### src/rtl/hyperbus_mem_responder.sv
// hyperbus_mem_responder
// HyperBus memory-side target. The system clock oversamples the HyperBus clock
// (at least 4x), decodes the 48-bit command/address phase, counts the initial
// latency and then serves read bursts from, or writes bursts into, a simple
// SRAM-style port (read data valid the cycle after the strobe).
// Optional build macro: HYPERBUS_RESP_DOUBLE_LATENCY_EN
//   defined   -> RWDS high during CA, latency = 2*WAIT_CYCLES
//   undefined -> RWDS low during CA,  latency = WAIT_CYCLES
module hyperbus_mem_responder #(
  parameter int          ADDR_WIDTH  = 16,
  parameter int          WAIT_CYCLES = 6,
  parameter logic [15:0] CFG_RESET   = 16'h8F1F
) (
  input  logic                  clk_i,
  input  logic                  rst_i,
  input  logic                  hyper_cs_ni,
  input  logic                  hyper_ck_i,
  input  logic [7:0]            hyper_dq_i,
  output logic [7:0]            hyper_dq_o,
  output logic                  hyper_dq_oe_o,
  input  logic                  hyper_rwds_i,
  output logic                  hyper_rwds_o,
  output logic                  hyper_rwds_oe_o,
  output logic                  mem_req_o,
  output logic                  mem_we_o,
  output logic [ADDR_WIDTH-1:0] mem_addr_o,
  output logic [15:0]           mem_wdata_o,
  output logic [1:0]            mem_be_o,
  input  logic [15:0]           mem_rdata_i,
  output logic [15:0]           cfg_o
);

`ifdef HYPERBUS_RESP_DOUBLE_LATENCY_EN
  localparam logic LAT_FLAG = 1'b1;
  localparam int   LAT      = 2 * WAIT_CYCLES;
`else
  localparam logic LAT_FLAG = 1'b0;
  localparam int   LAT      = WAIT_CYCLES;
`endif
  localparam logic [4:0] LAT_LOAD = 5'(LAT);

  typedef enum logic [2:0] {
    S_IDLE,
    S_CA,
    S_LATENCY,
    S_RD,
    S_WR,
    S_REG_WR
  } state_t;

  // Synchronizer bus layout: {cs_n, ck, rwds, dq[7:0]}
  logic [10:0] sync1_reg, sync2_reg;
  logic        ck_prev_reg;

  logic       cs_s, ck_s, rwds_s;
  logic [7:0] dq_s;
  logic       ck_rise, ck_fall, ck_edge;

  state_t                  state_reg, state_next;
  logic [2:0]              byte_cnt_reg, byte_cnt_next;
  logic [39:0]             ca_reg, ca_next;
  logic [4:0]              lat_cnt_reg, lat_cnt_next;
  logic                    is_read_reg, is_read_next;
  logic                    is_reg_reg, is_reg_next;
  logic [ADDR_WIDTH-1:0]   addr_reg, addr_next;
  logic [7:0]              hi_byte_reg, hi_byte_next;
  logic                    hi_mask_reg, hi_mask_next;
  logic                    hi_valid_reg, hi_valid_next;
  logic                    reg_done_reg, reg_done_next;
  logic [15:0]             rd_word_reg, rd_word_next;
  logic [15:0]             rd_next_reg, rd_next_next;
  logic                    rd_pend_reg, rd_pend_next;
  logic [7:0]              dq_reg, dq_next;
  logic                    rwds_reg, rwds_next;
  logic                    mem_req_reg, mem_req_next;
  logic                    mem_we_reg, mem_we_next;
  logic [ADDR_WIDTH-1:0]   mem_addr_reg, mem_addr_next;
  logic [15:0]             mem_wdata_reg, mem_wdata_next;
  logic [1:0]              mem_be_reg, mem_be_next;
  logic [15:0]             cfg_reg, cfg_next;

  logic [47:0]             ca_shift;
  logic [31:0]             ca_addr;
  logic [ADDR_WIDTH-1:0]   addr_inc;
  logic [15:0]             fetched_word, rise_word;
  logic                    data_rise;
  logic                    unused_bits;

  // Two-flop synchronizers for every HyperBus input, plus the previous ck for edge detection
  always_ff @(posedge clk_i or posedge rst_i) begin
    if (rst_i) begin
      sync1_reg   <= 11'b100_0000_0000;
      sync2_reg   <= 11'b100_0000_0000;
      ck_prev_reg <= 1'b0;
    end else begin
      sync1_reg   <= {hyper_cs_ni, hyper_ck_i, hyper_rwds_i, hyper_dq_i};
      sync2_reg   <= sync1_reg;
      ck_prev_reg <= sync2_reg[9];
    end
  end

  assign cs_s    = sync2_reg[10];
  assign ck_s    = sync2_reg[9];
  assign rwds_s  = sync2_reg[8];
  assign dq_s    = sync2_reg[7:0];
  assign ck_rise = ck_s & ~ck_prev_reg;
  assign ck_fall = ~ck_s & ck_prev_reg;
  assign ck_edge = ck_rise | ck_fall;

  // CA bytes arrive MSB first; the decode uses the word including the byte on this edge
  assign ca_shift = {ca_reg, dq_s};
  assign ca_addr  = {ca_shift[44:16], ca_shift[2:0]};
  assign addr_inc = addr_reg + {{(ADDR_WIDTH-1){1'b0}}, 1'b1};

  // Read data arrives one cycle after the strobe; bypass it when it lands on the edge cycle
  assign fetched_word = rd_pend_reg ? mem_rdata_i : rd_next_reg;
  assign rise_word    = is_reg_reg ? cfg_reg : fetched_word;

  // Rising edge carrying data: in a burst, or the last latency edge which starts the burst
  assign data_rise = ck_rise &&
                     ((state_reg == S_RD) || (state_reg == S_WR) ||
                      ((state_reg == S_LATENCY) && (lat_cnt_reg == 5'd1)));

  // Wrapped-burst flag and reserved CA bits do not affect behaviour
  assign unused_bits = ^{ca_shift[45], ca_shift[15:3], ca_addr};

  // State and datapath registers
  always_ff @(posedge clk_i or posedge rst_i) begin
    if (rst_i) begin
      state_reg     <= S_IDLE;
      byte_cnt_reg  <= 3'd0;
      ca_reg        <= 40'd0;
      lat_cnt_reg   <= 5'd0;
      is_read_reg   <= 1'b0;
      is_reg_reg    <= 1'b0;
      addr_reg      <= '0;
      hi_byte_reg   <= 8'd0;
      hi_mask_reg   <= 1'b0;
      hi_valid_reg  <= 1'b0;
      reg_done_reg  <= 1'b0;
      rd_word_reg   <= 16'd0;
      rd_next_reg   <= 16'd0;
      rd_pend_reg   <= 1'b0;
      dq_reg        <= 8'd0;
      rwds_reg      <= 1'b0;
      mem_req_reg   <= 1'b0;
      mem_we_reg    <= 1'b0;
      mem_addr_reg  <= '0;
      mem_wdata_reg <= 16'd0;
      mem_be_reg    <= 2'b00;
      cfg_reg       <= CFG_RESET;
    end else begin
      state_reg     <= state_next;
      byte_cnt_reg  <= byte_cnt_next;
      ca_reg        <= ca_next;
      lat_cnt_reg   <= lat_cnt_next;
      is_read_reg   <= is_read_next;
      is_reg_reg    <= is_reg_next;
      addr_reg      <= addr_next;
      hi_byte_reg   <= hi_byte_next;
      hi_mask_reg   <= hi_mask_next;
      hi_valid_reg  <= hi_valid_next;
      reg_done_reg  <= reg_done_next;
      rd_word_reg   <= rd_word_next;
      rd_next_reg   <= rd_next_next;
      rd_pend_reg   <= rd_pend_next;
      dq_reg        <= dq_next;
      rwds_reg      <= rwds_next;
      mem_req_reg   <= mem_req_next;
      mem_we_reg    <= mem_we_next;
      mem_addr_reg  <= mem_addr_next;
      mem_wdata_reg <= mem_wdata_next;
      mem_be_reg    <= mem_be_next;
      cfg_reg       <= cfg_next;
    end
  end

  // Next-state and datapath decisions; a CS rise overrides any ck edge in the same cycle
  always_comb begin
    state_next     = state_reg;
    byte_cnt_next  = byte_cnt_reg;
    ca_next        = ca_reg;
    lat_cnt_next   = lat_cnt_reg;
    is_read_next   = is_read_reg;
    is_reg_next    = is_reg_reg;
    addr_next      = addr_reg;
    hi_byte_next   = hi_byte_reg;
    hi_mask_next   = hi_mask_reg;
    hi_valid_next  = hi_valid_reg;
    reg_done_next  = reg_done_reg;
    rd_word_next   = rd_word_reg;
    rd_next_next   = rd_next_reg;
    rd_pend_next   = mem_req_reg & ~mem_we_reg;
    dq_next        = dq_reg;
    rwds_next      = rwds_reg;
    mem_req_next   = 1'b0;
    mem_we_next    = mem_we_reg;
    mem_addr_next  = mem_addr_reg;
    mem_wdata_next = mem_wdata_reg;
    mem_be_next    = mem_be_reg;
    cfg_next       = cfg_reg;

    if (rd_pend_reg) begin
      rd_next_next = mem_rdata_i;
    end

    if ((state_reg != S_IDLE) && cs_s) begin
      // End of transaction: drop everything, a half-captured write word is lost
      state_next    = S_IDLE;
      hi_valid_next = 1'b0;
      dq_next       = 8'd0;
      rwds_next     = 1'b0;
    end else begin
      unique case (state_reg)
        S_IDLE: begin
          if (!cs_s) begin
            state_next    = S_CA;
            byte_cnt_next = 3'd0;
            hi_valid_next = 1'b0;
            reg_done_next = 1'b0;
          end
        end

        S_CA: begin
          if (ck_edge) begin
            ca_next       = ca_shift[39:0];
            byte_cnt_next = byte_cnt_reg + 3'd1;
            if (byte_cnt_reg == 3'd5) begin
              is_read_next = ca_shift[47];
              is_reg_next  = ca_shift[46];
              addr_next    = ca_addr[ADDR_WIDTH-1:0];
              if (!ca_shift[47] && ca_shift[46]) begin
                state_next = S_REG_WR;
              end else begin
                state_next   = S_LATENCY;
                lat_cnt_next = LAT_LOAD;
                if (ca_shift[47] && !ca_shift[46]) begin
                  // Fetch the first word early so it is ready when latency expires
                  mem_req_next  = 1'b1;
                  mem_we_next   = 1'b0;
                  mem_addr_next = ca_addr[ADDR_WIDTH-1:0];
                end
              end
            end
          end
        end

        S_LATENCY: begin
          if (ck_rise && (lat_cnt_reg != 5'd1)) begin
            lat_cnt_next = lat_cnt_reg - 5'd1;
          end
        end

        S_RD: begin
          if (ck_fall) begin
            dq_next   = rd_word_reg[7:0];
            rwds_next = 1'b0;
          end
        end

        S_WR: begin
          if (ck_fall && hi_valid_reg) begin
            mem_req_next   = 1'b1;
            mem_we_next    = 1'b1;
            mem_addr_next  = addr_reg;
            mem_wdata_next = {hi_byte_reg, dq_s};
            mem_be_next    = ~{hi_mask_reg, rwds_s};
            addr_next      = addr_inc;
            hi_valid_next  = 1'b0;
          end
        end

        S_REG_WR: begin
          if (!reg_done_reg) begin
            if (ck_rise) begin
              hi_byte_next  = dq_s;
              hi_valid_next = 1'b1;
            end else if (ck_fall && hi_valid_reg) begin
              cfg_next      = {hi_byte_reg, dq_s};
              hi_valid_next = 1'b0;
              reg_done_next = 1'b1;
            end
          end
        end

        default: state_next = S_IDLE;
      endcase

      // Rising-edge half of each data word, shared by the last latency edge and the bursts
      if (data_rise) begin
        if (is_read_reg) begin
          state_next   = S_RD;
          dq_next      = rise_word[15:8];
          rwds_next    = 1'b1;
          rd_word_next = rise_word;
          if (!is_reg_reg) begin
            mem_req_next  = 1'b1;
            mem_we_next   = 1'b0;
            mem_addr_next = addr_inc;
            addr_next     = addr_inc;
          end
        end else begin
          state_next    = S_WR;
          hi_byte_next  = dq_s;
          hi_mask_next  = rwds_s;
          hi_valid_next = 1'b1;
        end
      end
    end
  end

  assign hyper_dq_o      = dq_reg;
  assign hyper_dq_oe_o   = (state_reg == S_RD);
  assign hyper_rwds_oe_o = (state_reg == S_CA) || (state_reg == S_RD);
  assign hyper_rwds_o    = (state_reg == S_CA) ? LAT_FLAG : rwds_reg;
  assign mem_req_o       = mem_req_reg;
  assign mem_we_o        = mem_we_reg;
  assign mem_addr_o      = mem_addr_reg;
  assign mem_wdata_o     = mem_wdata_reg;
  assign mem_be_o        = mem_be_reg;
  assign cfg_o           = cfg_reg;

endmodule

### config.mk
export PLATFORM = sky130hd
export DESIGN_NAME = hyperbus_mem_responder
export DESIGN_NICKNAME = d
export VERILOG_FILES = /design/src/rtl/hyperbus_mem_responder.sv
export SDC_FILE = /design/constraint.sdc
export NUM_CORES = 1
export LEC_CHECK = 0
export CAP_MARGIN = 15
export CORE_MARGIN = 1
export CORE_UTILIZATION = 56
export DETAILED_ROUTE_END_ITERATION = 10
export PLACE_DENSITY = 0.81
export SKIP_LAST_GASP = 1
export SYNTH_ARGS = -nofsm -noshare
export SYNTH_HDL_FRONTEND = slang
export SYNTH_SLANG_ARGS = --single-unit
### constraint.sdc
create_clock -name clk_i -period 7.5 [get_ports clk_i]
set_input_delay 1.875 -clock clk_i [delete_from_list [all_inputs] [get_ports clk_i]]
set_output_delay 1.875 -clock clk_i [all_outputs]
set_load 0.02 [all_outputs]
==> run summary <==
R2R Setup Slk = 4.36 ns
Sequential power share = 46.3%
Clock Skews = 0.0107 ns
Syn Inst Count = 652
Worst Tran Pin Value = 1.13 ns
Initial antenna violation count = 0
Pwr dens = 302 mW/mm2
Clock latency on the worst-skew pair = 0.43 ns
Peak VDD IR = 0.199 mV
Worst r2r dst = mem_wdata_o[15]
Tcrit/Tclk final = 56.7%
Clock-pin transition on the worst setup and hold timing paths = 0.07 ns
Number of synthesized flops with an enable pin = 0
Chip Width = 120 um
Number of DRC markers in iteration 0 = 534
Post-Syn Nets = 688
# clock sinks = 176
Synth area leader = dfrtp_1
Commonest non-fill, non-tap cell in the layout = dfrtp_1
Final Max Slew Viols = 0
Reg2reg path depth = 4
Vias/cell = 6.14
Area Overhead vs Synth = 20.4%
HP Class = register to register
Buffer count from post-CTS setup fixing = 0
Worst Path Arrival = 2.38 ns
Die ar. = 0.0145 mm2
Sw frac = 31.6%
DRC violations left = 0
Avg Cell Area, Syn = 12.1 um2
# diodes = 0
Dpl hpwl = 12100 um
Number of core rows = 42
Post-Route WL = 18100 um
Clock power frac = 30.6%
Routed via count = 5641
Post-synthesis sequential area ratio = 56.2%
Root buffer cell = clkbuf_16
Synth Flop Type = dfrtp_1
Fraction of registers with async set/reset = 100%
Gate power share = 23.0%
RSZ-0062 raised after global routing = no
Share of layout cells above drive strength 1 = 19.9%
Vias in the first global route = 5496
Hold path depth = 0
Mapped Area = 0.00786 mm2
Ys Warns = 0
CTS max path bufs = 2
Critical Path End Type = output pin
Tmin final = 4.25 ns
Yosys top cell area share = 52.2%
TNS Setup = 0 ns
H-Tree Depth = 4
GP Congestion = 0.930
Total CTS buffers = 17
Worst hold endpoint = sync2_reg[6]
Port buffer count = 91
I/O pin count = 92
Pleak = 4.27 nW
CP startpoint kind = register
Flops & latches, synth = 176
Largest net degree at the start of global routing = 116
Number of flip-flops in the largest register = 27
Synth area leaders = dfrtp_1 (52%), mux2_2 (12%), dfstp_2 (4.0%)
Final setup vio count = 0
Core area = 0.0135 mm2
Pint = 1.96 mW
CP max FO = 16
TritonCTS clock tree = built
Worst hold path startpoint = sync1_reg[6]
Rel. slew slack = 24.5%
Final net count = 765
Die Y = 120 um
Final Hold Viols = 0
Status = complete, no violations
# hold bufs at CTS = 0
Grt ovf = 0
Initial Utilization = 58.4%
Required @ worst endpoint = 5.62 ns
Max cap viols = 0
Psw = 903 uW
Worst Setup SP = state_reg[0]
TritonRoute pass-1 iters = 5
Cts repair resizes = 0
Highest clock rate = 235 MHz
First-pass GRT wire length = 29100 um
Crit Path Class = register to output pin
Post-synth cell types = 63
Total GRT Usage = 26.2%
Tot Pwr = 2.86 mW
Final ANT Viol Nets = 0
Commonest non-fill, non-tap cells in the layout = dfrtp_1 (164), clkdlybuf4s50_1 (91), mux2_2 (85)
WL per Instance = 19.7 um
Worst r2r src = state_reg[2]
==> layer usage <==
metal / track usage (%) / wire length [um] / up-vias / share of wire [%]
met5: 0 / 0 / - / 0
met4: 9.49 / 294 / 0 / 1.6
met3: 4.06 / 803 / 27 / 4.4
met2: 40.9 / 8810 / 194 / 49
met1: 37.4 / 8150 / 2869 / 45
li1: - / - / 2551 / -
==> cell usage after synthesis (all sizes together), types with 14 or more instances <==
cell / count
clkbuf: 23
mux2: 85
nand3: 14
a21oi: 16
mux2i: 19
a221o: 14
a22o: 16
inv: 15
a211oi: 31
buf: 15
and2: 20
nor2: 33
dfrtp: 164
nand2: 38
o21ai: 33
==> per-stage QoR <==
stage	std cells	utilization [%]	hold WS [ns]	instance area, um2	setup slack (ns)
final	918	70.3	0.350	9460	3.25
after global routing	918	70.3	0.358	9460	3.14
after CTS	918	70.3	0.351	9460	3.24
after detailed placement	886	66.0	0.335	8870	3.54
after global placement	886	66.0	0.332	8870	3.57
after floorplan	652	-	0.331	7860	0.871
==> power groups by stage <==
stage          Sequential (mW)  Combinational, mW  Clock, mW
2_1_floorplan             1.32              0.420          0
3_3_place_gp              1.33              0.637          0
3_5_place_dp              1.34              0.654          0
4_1_cts                   1.32              0.661      0.883
5_1_grt                   1.35              0.715      0.922
6_report                  1.32              0.659      0.876
==> layout make-up <==
class                      instances  area (um2)
sequential                       176        4420
clock buffer                      19         443
clock inverter                    13         143
timing repair buffer              96         948
tap                              176         220
multi-input combinational        423        3230
inverter                          15        61.3
fill                             963        3990
==> how the worst max path moves through the flow <==
stage / cells after the start / to / slack [ns]
2_1_floorplan: 1 / addr_reg[0] / 0.87
3_3_place_gp: 3 / ca_reg[17] / 3.57
3_5_place_dp: 3 / mem_addr_o[12] / 3.54
4_1_cts: 3 / hyper_rwds_o / 3.24
5_1_grt: 3 / hyper_rwds_o / 3.14
6_report: 3 / hyper_rwds_o / 3.25
==> cells by family (layout without fill, tap and decap cells) <==
logic type               count (synthesis)  count (layout)  synth area share, %
AO/OA/AOI/OAI                          143             143                 13.3
XOR/XNOR                                16              16                 1.78
adder cells (fa/ha/maj)                  7               7                 1.11
buffers and inverters                   53             143                 2.77
flip-flops                             176             176                 56.2
multiplexers                           104             104                 14.6
AND/OR/NAND/NOR                        153             153                 10.2
==> critical path: stages, from the launching register on <==
cell and delay [ns]:
dfrtp_1 0.63, or3b_1 0.56, and2_1 0.23, clkdlybuf4s50_1 0.53
No activity file was read; power rests on OpenSTA's default activity.
